[src/rtl/fracturable_mult_pipe.sv]
// rtl/fracturable_mult_pipe.sv - pipelined fracturable multiplier: one wide product or NB-lane dot products
// Optional feature macro: FRAC_MULT_ACCUM_EN adds the acc port and per-lane accumulation.
module fracturable_mult_pipe #(
   parameter int  SUB_W  = 9,
   parameter int  NA     = 3,
   parameter int  NB     = 2,
   localparam int IN_W   = NA * NB * SUB_W,
   localparam int LANE_W = (NA + NB) * SUB_W,
   localparam int OUT_W  = NB * LANE_W
) (
   input  logic              clk,
   input  logic              reset,
   input  logic              in_valid,
   output logic              in_ready,
   input  logic [IN_W-1:0]   a,
   input  logic [IN_W-1:0]   b,
   input  logic              a_sign,
   input  logic              b_sign,
   input  logic              mode,
`ifdef FRAC_MULT_ACCUM_EN
   input  logic              acc,
`endif
   output logic              out_valid,
   input  logic              out_ready,
   output logic [OUT_W-1:0]  result
);

   localparam int NP   = NA * NB;
   // each sub-multiplier sees SUB_W+1 bit operands (extension bit chooses signedness)
   localparam int PP_W = 2 * SUB_W + 2;

   // whole pipeline moves together; it freezes only while a result is held
   logic advance;

   // stage 1: captured beat
   logic              s1_valid_q, s1_valid_d;
   logic [IN_W-1:0]   s1_a_q, s1_a_d;
   logic [IN_W-1:0]   s1_b_q, s1_b_d;
   logic              s1_a_sign_q, s1_a_sign_d;
   logic              s1_b_sign_q, s1_b_sign_d;
   logic              s1_mode_q, s1_mode_d;

   // stage 2: partial products
   logic                       s2_valid_q, s2_valid_d;
   logic [NP-1:0][PP_W-1:0]    s2_pp_q, s2_pp_d;
   logic                       s2_mode_q, s2_mode_d;

`ifdef FRAC_MULT_ACCUM_EN
   logic              s1_acc_q, s1_acc_d;
   logic              s2_acc_q, s2_acc_d;
`endif

   // stage 3: output register
   logic              out_valid_q, out_valid_d;
   logic [OUT_W-1:0]  result_q, result_d;

   // sub-multiplier operands and products (combinational, from stage 1)
   logic [NP-1:0][SUB_W:0]     op_a, op_b;
   logic [NP-1:0][PP_W-1:0]    pp;

   // stage 3 combining network
   logic [LANE_W-1:0]             full_sum;
   logic [NB-1:0][LANE_W-1:0]     lane_sum;
   logic [NB-1:0][LANE_W-1:0]     lane_new;
   logic [NB-1:0][LANE_W-1:0]     lane_base;

   assign advance   = ~out_valid_q | out_ready;
   assign in_ready  = advance;
   assign out_valid = out_valid_q;
   assign result    = result_q;

   // stage 1 next state: capture the offered beat whenever the pipe moves
   always_comb begin
      s1_valid_d  = s1_valid_q;
      s1_a_d      = s1_a_q;
      s1_b_d      = s1_b_q;
      s1_a_sign_d = s1_a_sign_q;
      s1_b_sign_d = s1_b_sign_q;
      s1_mode_d   = s1_mode_q;
`ifdef FRAC_MULT_ACCUM_EN
      s1_acc_d    = s1_acc_q;
`endif
      if (advance) begin
         s1_valid_d = in_valid;
         if (in_valid) begin
            s1_a_d      = a;
            s1_b_d      = b;
            s1_a_sign_d = a_sign;
            s1_b_sign_d = b_sign;
            s1_mode_d   = mode;
`ifdef FRAC_MULT_ACCUM_EN
            s1_acc_d    = acc;
`endif
         end
      end
   end

   // operand routing: sub-multiplier p = j*NA + i takes A chunk i / B chunk j in full mode,
   // and element p of both operands in lane mode (lane p/NA, element p%NA)
   always_comb begin
      op_a = '0;
      op_b = '0;
      for (int p = 0; p < NP; p++) begin
         if (s1_mode_q) begin
            op_a[p] = {s1_a_sign_q & s1_a_q[p*SUB_W + SUB_W - 1], s1_a_q[p*SUB_W +: SUB_W]};
            op_b[p] = {s1_b_sign_q & s1_b_q[p*SUB_W + SUB_W - 1], s1_b_q[p*SUB_W +: SUB_W]};
         end else begin
            // only the most significant chunk of a signed wide operand carries the sign
            op_a[p] = {s1_a_sign_q & ((p % NA) == NA - 1) & s1_a_q[(p % NA)*SUB_W + SUB_W - 1],
                       s1_a_q[(p % NA)*SUB_W +: SUB_W]};
            op_b[p] = {s1_b_sign_q & ((p / NA) == NB - 1) & s1_b_q[(p / NA)*SUB_W + SUB_W - 1],
                       s1_b_q[(p / NA)*SUB_W +: SUB_W]};
         end
      end
   end

   // signed sub-products: sign-extend both operands to PP_W so the truncated product is exact
   always_comb begin
      pp = '0;
      for (int p = 0; p < NP; p++) begin
         pp[p] = {{(SUB_W + 1){op_a[p][SUB_W]}}, op_a[p]} *
                 {{(SUB_W + 1){op_b[p][SUB_W]}}, op_b[p]};
      end
   end

   // stage 2 next state: register products, bubbles travel as invalid
   always_comb begin
      s2_valid_d = s2_valid_q;
      s2_pp_d    = s2_pp_q;
      s2_mode_d  = s2_mode_q;
`ifdef FRAC_MULT_ACCUM_EN
      s2_acc_d   = s2_acc_q;
`endif
      if (advance) begin
         s2_valid_d = s1_valid_q;
         if (s1_valid_q) begin
            s2_pp_d   = pp;
            s2_mode_d = s1_mode_q;
`ifdef FRAC_MULT_ACCUM_EN
            s2_acc_d  = s1_acc_q;
`endif
         end
      end
   end

   // shift-and-add for the wide product, plain per-lane sums for dot products
   always_comb begin
      full_sum = '0;
      lane_sum = '0;
      for (int p = 0; p < NP; p++) begin
         full_sum = full_sum +
                    ({{(LANE_W - PP_W){s2_pp_q[p][PP_W-1]}}, s2_pp_q[p]} << (((p % NA) + (p / NA)) * SUB_W));
         lane_sum[p / NA] = lane_sum[p / NA] +
                            {{(LANE_W - PP_W){s2_pp_q[p][PP_W-1]}}, s2_pp_q[p]};
      end
   end

   // lane selection and optional accumulation against the last delivered result
   always_comb begin
      lane_new  = '0;
      lane_base = '0;
      for (int l = 0; l < NB; l++) begin
         if (s2_mode_q) begin
            lane_new[l] = lane_sum[l];
         end else if (l == 0) begin
            lane_new[l] = full_sum;
         end
`ifdef FRAC_MULT_ACCUM_EN
         if (s2_acc_q && (s2_mode_q || (l == 0))) begin
            lane_base[l] = result_q[l*LANE_W +: LANE_W];
         end
`else
         lane_base[l] = '0;
`endif
      end
   end

   // stage 3 next state: output register holds while the consumer stalls
   always_comb begin
      out_valid_d = out_valid_q;
      result_d    = result_q;
      if (advance) begin
         out_valid_d = s2_valid_q;
         if (s2_valid_q) begin
            for (int l = 0; l < NB; l++) begin
               result_d[l*LANE_W +: LANE_W] = lane_base[l] + lane_new[l];
            end
         end
      end
   end

   // all pipeline state; reset drops every in-flight beat and clears the result
   always_ff @(posedge clk) begin
      if (reset) begin
         s1_valid_q  <= 1'b0;
         s1_a_q      <= '0;
         s1_b_q      <= '0;
         s1_a_sign_q <= 1'b0;
         s1_b_sign_q <= 1'b0;
         s1_mode_q   <= 1'b0;
         s2_valid_q  <= 1'b0;
         s2_pp_q     <= '0;
         s2_mode_q   <= 1'b0;
`ifdef FRAC_MULT_ACCUM_EN
         s1_acc_q    <= 1'b0;
         s2_acc_q    <= 1'b0;
`endif
         out_valid_q <= 1'b0;
         result_q    <= '0;
      end else begin
         s1_valid_q  <= s1_valid_d;
         s1_a_q      <= s1_a_d;
         s1_b_q      <= s1_b_d;
         s1_a_sign_q <= s1_a_sign_d;
         s1_b_sign_q <= s1_b_sign_d;
         s1_mode_q   <= s1_mode_d;
         s2_valid_q  <= s2_valid_d;
         s2_pp_q     <= s2_pp_d;
         s2_mode_q   <= s2_mode_d;
`ifdef FRAC_MULT_ACCUM_EN
         s1_acc_q    <= s1_acc_d;
         s2_acc_q    <= s2_acc_d;
`endif
         out_valid_q <= out_valid_d;
         result_q    <= result_d;
      end
   end

endmodule

[config.mk]
export PLATFORM = sky130hd
export DESIGN_NAME = fracturable_mult_pipe
export DESIGN_NICKNAME = d
export VERILOG_FILES = /design/src/rtl/fracturable_mult_pipe.sv
export SDC_FILE = /design/constraint.sdc
export NUM_CORES = 2
export LEC_CHECK = 0
export ABC_CLOCK_PERIOD_IN_PS = 6500
export CAP_MARGIN = 20
export CORE_MARGIN = 2
export CORE_UTILIZATION = 50
export DETAILED_ROUTE_END_ITERATION = 10
export HOLD_SLACK_MARGIN = 0.15
export PLACE_DENSITY_LB_ADDON = 0.05
export SETUP_SLACK_MARGIN = 0.15
export SYNTH_ARGS = -nofsm -noshare
export SYNTH_HDL_FRONTEND = slang
export SYNTH_SLANG_ARGS = --single-unit
[constraint.sdc]
create_clock -name clk -period 6.5 [get_ports clk]
set_input_delay 1.3 -clock clk [delete_from_list [all_inputs] [get_ports clk]]
set_output_delay 1.3 -clock clk [all_outputs]
set_load 0.005 [all_outputs]
# Yosys cells after proc, flatten, opt, wreduce, memory -nomap -nowiden
# Cells that the tools add are included.
# classes
addsub	9
multipliers	6
div	0
magnitude_cmp	0
n_eq_ne	0
n_shift	0
muxes	13
n_bitwise	14
reduce_logical	3
# ops
op	count
multiplier 10 x 10 -> 20 bit	6
two-way mux 10 bit	11
two-way mux 45 bit	2
adder 45 bit	1
adder 21 x 20 -> 22 bit	2
adder 20 x 20 -> 21 bit	2
adder 40 x 38 -> 41 bit	1
adder 39 x 29 -> 40 bit	1
adder 30 x 38 -> 39 bit	1
adder 20 x 29 -> 30 bit	1
bitwise AND 1 bit	12
AND reduction 2 bit	3
NOT 1 bit	1
bitwise OR 1 bit	1
# word_totals
reg_bits	325
latchBits	0
ram_bits	0
rom_bits	0
inputBits	115
out_inout_bits	92
wordCells	61
n_memories	0

# Depth between registers and ports, before layout
# depth
depth_word	6
mapped_depth	27
mapped_depth_nobuf	27

# Least setup slack after synthesis
# Ideal clock, no wire load.
# synth_path
path_type	register to register
startpoint	register s2_pp_q[19] (netlist name)
endpoint	register result_q[44] (netlist: result[44])
setup_time_ps	125
arrival_ps	6348
t_required_ps	6375
path_slack_ps	27
stages_incl_launch_ff	27
n_path_buf	0
synth_period_minus_slack_ps	6473
cell_sequence	dfxtp_1 inv_1 fa_1 inv_1 fa_1 inv_1 fa_1 inv_1 ha_1 a21o_1 a21o_1 a21o_1 a311oi_1 o31ai_1 a211oi_1 o31ai_1 a21oi_1 xnor2_1 ha_1 nand3_1 o211ai_1 a21oi_1 o21a_1 o311ai_1 nor2_1 a2111o_1 o21bai_1
# synth_between
elab_chain_len	6
word_cells_on_any_way	8
cone_classes	add/sub: 7; mux: 1
# synth_lines
element	line	source
start: declaration	45	logic [NP-1:0][PP_W-1:0] s2_pp_q, s2_pp_d;
start signal: assignment	218	s2_pp_q <= s2_pp_d;
adder 20 x 29 -> 30 bit	151	full_sum = full_sum +
adder 30 x 38 -> 39 bit	151	
adder 39 x 29 -> 40 bit	151	
adder 40 x 38 -> 41 bit	151	
adder 45 bit	151	
two-way mux 45 bit (*)	163	if (s2_mode_q) begin
end signal: assignment	225	result_q <= result_d;
end: declaration	55	logic [OUT_W-1:0] result_q, result_d;
# Mark *: on every way between the ends. The rest lies on a longest branch, timed or not.
# A chain may end at the register's enable or synchronous reset.

# Final worst setup path
# Same ends and word-level chain as after synthesis.

==> metrics.md <==
| Metric | Value |
|---|---|
| Post-CTS Hold Buffers | `0` |
| Post-route DRC | `0` |
| Period utilization | `0.9549` |
| Worst Skew | `about 28 ps` |
| Critical path arrival | `6670 ps` |
| Most common cell in the netlist | `nand2_1` |
| Final WL | `between 100,000 and 150,000 um` |
| Final instance count without filler cells | `about 6,100` |
| Top FF cell, synth | `dfxtp_1` |
| Status | `finished, final reports clean` |
| Critical path's top delay family | `adder cells` |
| Die extent in x | `around 290 um` |
| Post-Place Cells | `between 6,000 and 7,000` |
| Worst-Margin Slew | `roughly 1100 ps` |
| Reg2reg end | `result[44]` |
| Rows | `105` |
| Dpl ws | `approximately 110 ps` |
| HP Start | `result[0]` |
| Worst Setup SP | `s2_pp_q[19]` |
| Core area | `just over 0.08 mm^2` |
| Yosys top cell area share | `0.3209` |
| HP Class | `reg2reg` |
| Distinct cells, synth | `82` |
| Number of synthesized flops with an enable pin | `0` |
| Final #Nets | `6,169` |
| Clock sinks | `roughly 300` |
| First-pass GRT wire length | `between 150,000 and 200,000 um` |
| Synth area leader | `fa_1` |
| CP max stage delay | `between 500 and 600 ps` |
| Total CTS buffers | `39` |
| Ratio of cells with drive above 1 in the final layout | `0.07588` |
| Root Buffer | `clkbuf_16` |
| Avg Inst Size Synth | `between 8 and 9 um^2` |
| Final HPWL DP | `around 100,000 um` |
| Fin. Hold Viols | `0` |
| Most instantiated cells after synthesis | `nand2_1 (752), inv_1 (726), fa_1 (661)` |
| P per Cell Area | `approximately 120 mW/mm^2` |
| Synth Instances | `approximately 4,800` |
| P_leak | `roughly 21 nW` |
| Die area | `between 0.08 and 0.09 mm^2` |
| Vias per cell | `between 5 and 6` |
| Initial detailed-routing violation count | `1,957` |
| DP Area | `~0.045 mm^2` |
| FF-to-FF path depth | `27` |
| Worst setup endpoint | `result[44]` |
| Required time worst endpoint | `between 6000 and 7000 ps` |
| Final Core Density | `0.5718` |
| CP max-delay cell | `fa_1` |
| Routability Congestion | `0.9364` |
| Worst-path clk slew | `around 60 ps` |
| Fin Hold WS | `roughly 450 ps` |
| Final instance area | `between 0.04 and 0.05 mm^2` |
| Stages on worst setup path | `27` |
| Setup crit end kind | `register` |
| RSZ-0062 raised after global routing | `yes` |
| Port bufs | `206` |
| Total power | `between 5 and 6 mW` |
| Initial antenna violation count | `3` |
| Initial core utilization | `0.5038` |
| CTS tree | `built` |
| GRT Total Usage | `0.2947` |
| DRT Pass-1 Iters | `5` |
| CTS Buffer Depth | `3` |
| Final min period | `~6200 ps` |
| Synth warnings | `0` |
| Syn nets | `between 5,000 and 6,000` |
| RR Startpoint | `s2_pp_q[19]` |
| Final WS setup | `293.0 ps` |
| Sequential fraction of the synthesis area | `0.1466` |
| Setup TNS Final | `0 ps` |
| H-tree depth | `2` |
| Max Transition Viols Final | `0` |
| Max_slew headroom | `0.2702` |
| Max IR drop VDD | `between 0.0001 and 0.00015 V` |
| Max-cap violations | `0` |
| Area contributors post-synth | `fa_1 (32%), dfxtp_1 (15%), ha_1 (12%)` |
| Grt ovf | `0` |
| Clock Latency Late Sink | `roughly 570 ps` |
| Async S/R FF share, synth | `0` |
| R2R Setup Slk | `around 290 ps` |
| Crit Path Class | `reg2reg` |
| Worst-path fanout max | `10` |
| Die Span Y | `between 200 and 300 um` |
| Vias in the first global route | `between 30,000 and 40,000` |
| WP buf/inv | `8` |
| Synthesis-to-layout area growth | `13.50%` |
| Routed vias | `32,880` |
| Worst setup SP type | `register` |
| Routed WL per cell | `20.08 um` |
| Endpoints failing setup | `0` |
| DRT antenna net count | `0` |
| I/O pin cnt | `about 210` |
| Largest net degree at the start of global routing | `around 140` |
| Fmax | `around 160 MHz` |
| Synthesis-stage register bit count | `a little over 300` |
| Mapped Area | `0.04124 mm^2` |
worst min path at each step:
stage,cells past startpoint,endpoint,slack [ps]
after floorplan,2,s1_a_q[27],440
after global placement,2,result[45],440
after detailed placement,2,result[45],440
after CTS,2,result[45],450
after global routing,2,result[45],470
final,2,result[0],450
repair_timing:
item                       4_1_cts  5_1_grt
pin swaps                        0       23
resized for setup                6       50
setup buffers                    0       20
setup endpoints to repair        2       34
placed cells by master (no fill, tap or decap), types with 65 or more instances in the layout:
master	netlist	routed
ha_1	395	388
inv_1	726	724
fa_1	661	660
buf_4	23	172
nand2_1	752	745
xnor2_1	126	125
dfxtp_1	302	298
o21ai_0	82	77
a21o_1	65	65
nor2_1	287	285
clkdlybuf4s50_1	0	205
a21oi_1	375	370
nor2b_1	88	86
sequential cells by signal (all words and copies together), names as in the netlist:
name and count:
s1_b_q 54, s2_valid_q 1, out_valid 1, s1_a_q 54, s2_mode_q 1, result 67, s1_a_sign_q 1, s1_mode_q 1
s1_b_sign_q 1, s2_pp_q 120, s1_valid_q 1
cell type report:
cell class | instances | area (um^2)
fill | 7640 | 35040
timing repair buffer | 384 | 3481
clock inverter | 14 | 143.9
multi-input combinational | 3543 | 31930
antenna | 2 | 5.005
inverter | 728 | 2736
clock buffer | 50 | 1107
tap | 1070 | 1339
sequential | 302 | 6056
worst reg2reg max path: stages (launching register included):
cell,delay (ps)
dfxtp_4,350
clkinvlp_4,100
buf_12,160
buf_4,140
fa_1,520
inv_1,50
fa_1,470
inv_1,50
fa_1,490
inv_1,40
ha_1,360
nand4_1,130
o211ai_2,290
a211oi_2,160
buf_4,160
nor4_4,190
nor3_2,110
or2_1,290
xnor2_2,250
buf_4,160
ha_4,200
and3_1,180
a21oi_1,190
o21a_1,230
o311ai_4,120
and4bb_1,220
a2111o_1,330
o21bai_1,150
power breakdown:
part           switching (mW)  internal [mW]
clock network           0.891           1.28
logic                   0.883          0.598
registers               0.117           1.93
total                    1.89           3.81
per-layer routing:
layer	up-vias	global-route usage	routed length, um
li1	15610	-	-
met1	16260	0.4131	56390
met2	850	0.4793	55510
met3	150	0.04115	6783
met4	2	0.07835	3619
met5	-	0	18
kinds of logic (layout without fill, tap and decap cells):
kind of cell / after synthesis / after routing / share of synthesized area
AO/OA/AOI/OAI: 738 / 738 / 0.1088
buffers and inverters: 921 / 1176 / 0.08593
XOR/XNOR: 183 / 183 / 0.03887
AND/OR/NAND/NOR: 1504 / 1504 / 0.1633
adder cells (fa/ha/maj): 1056 / 1056 / 0.4407
multiplexers: 62 / 62 / 0.01578
other: 0 / 2 / 0
flip-flops: 302 / 302 / 0.1466
(Power assumes the default switching activity.)
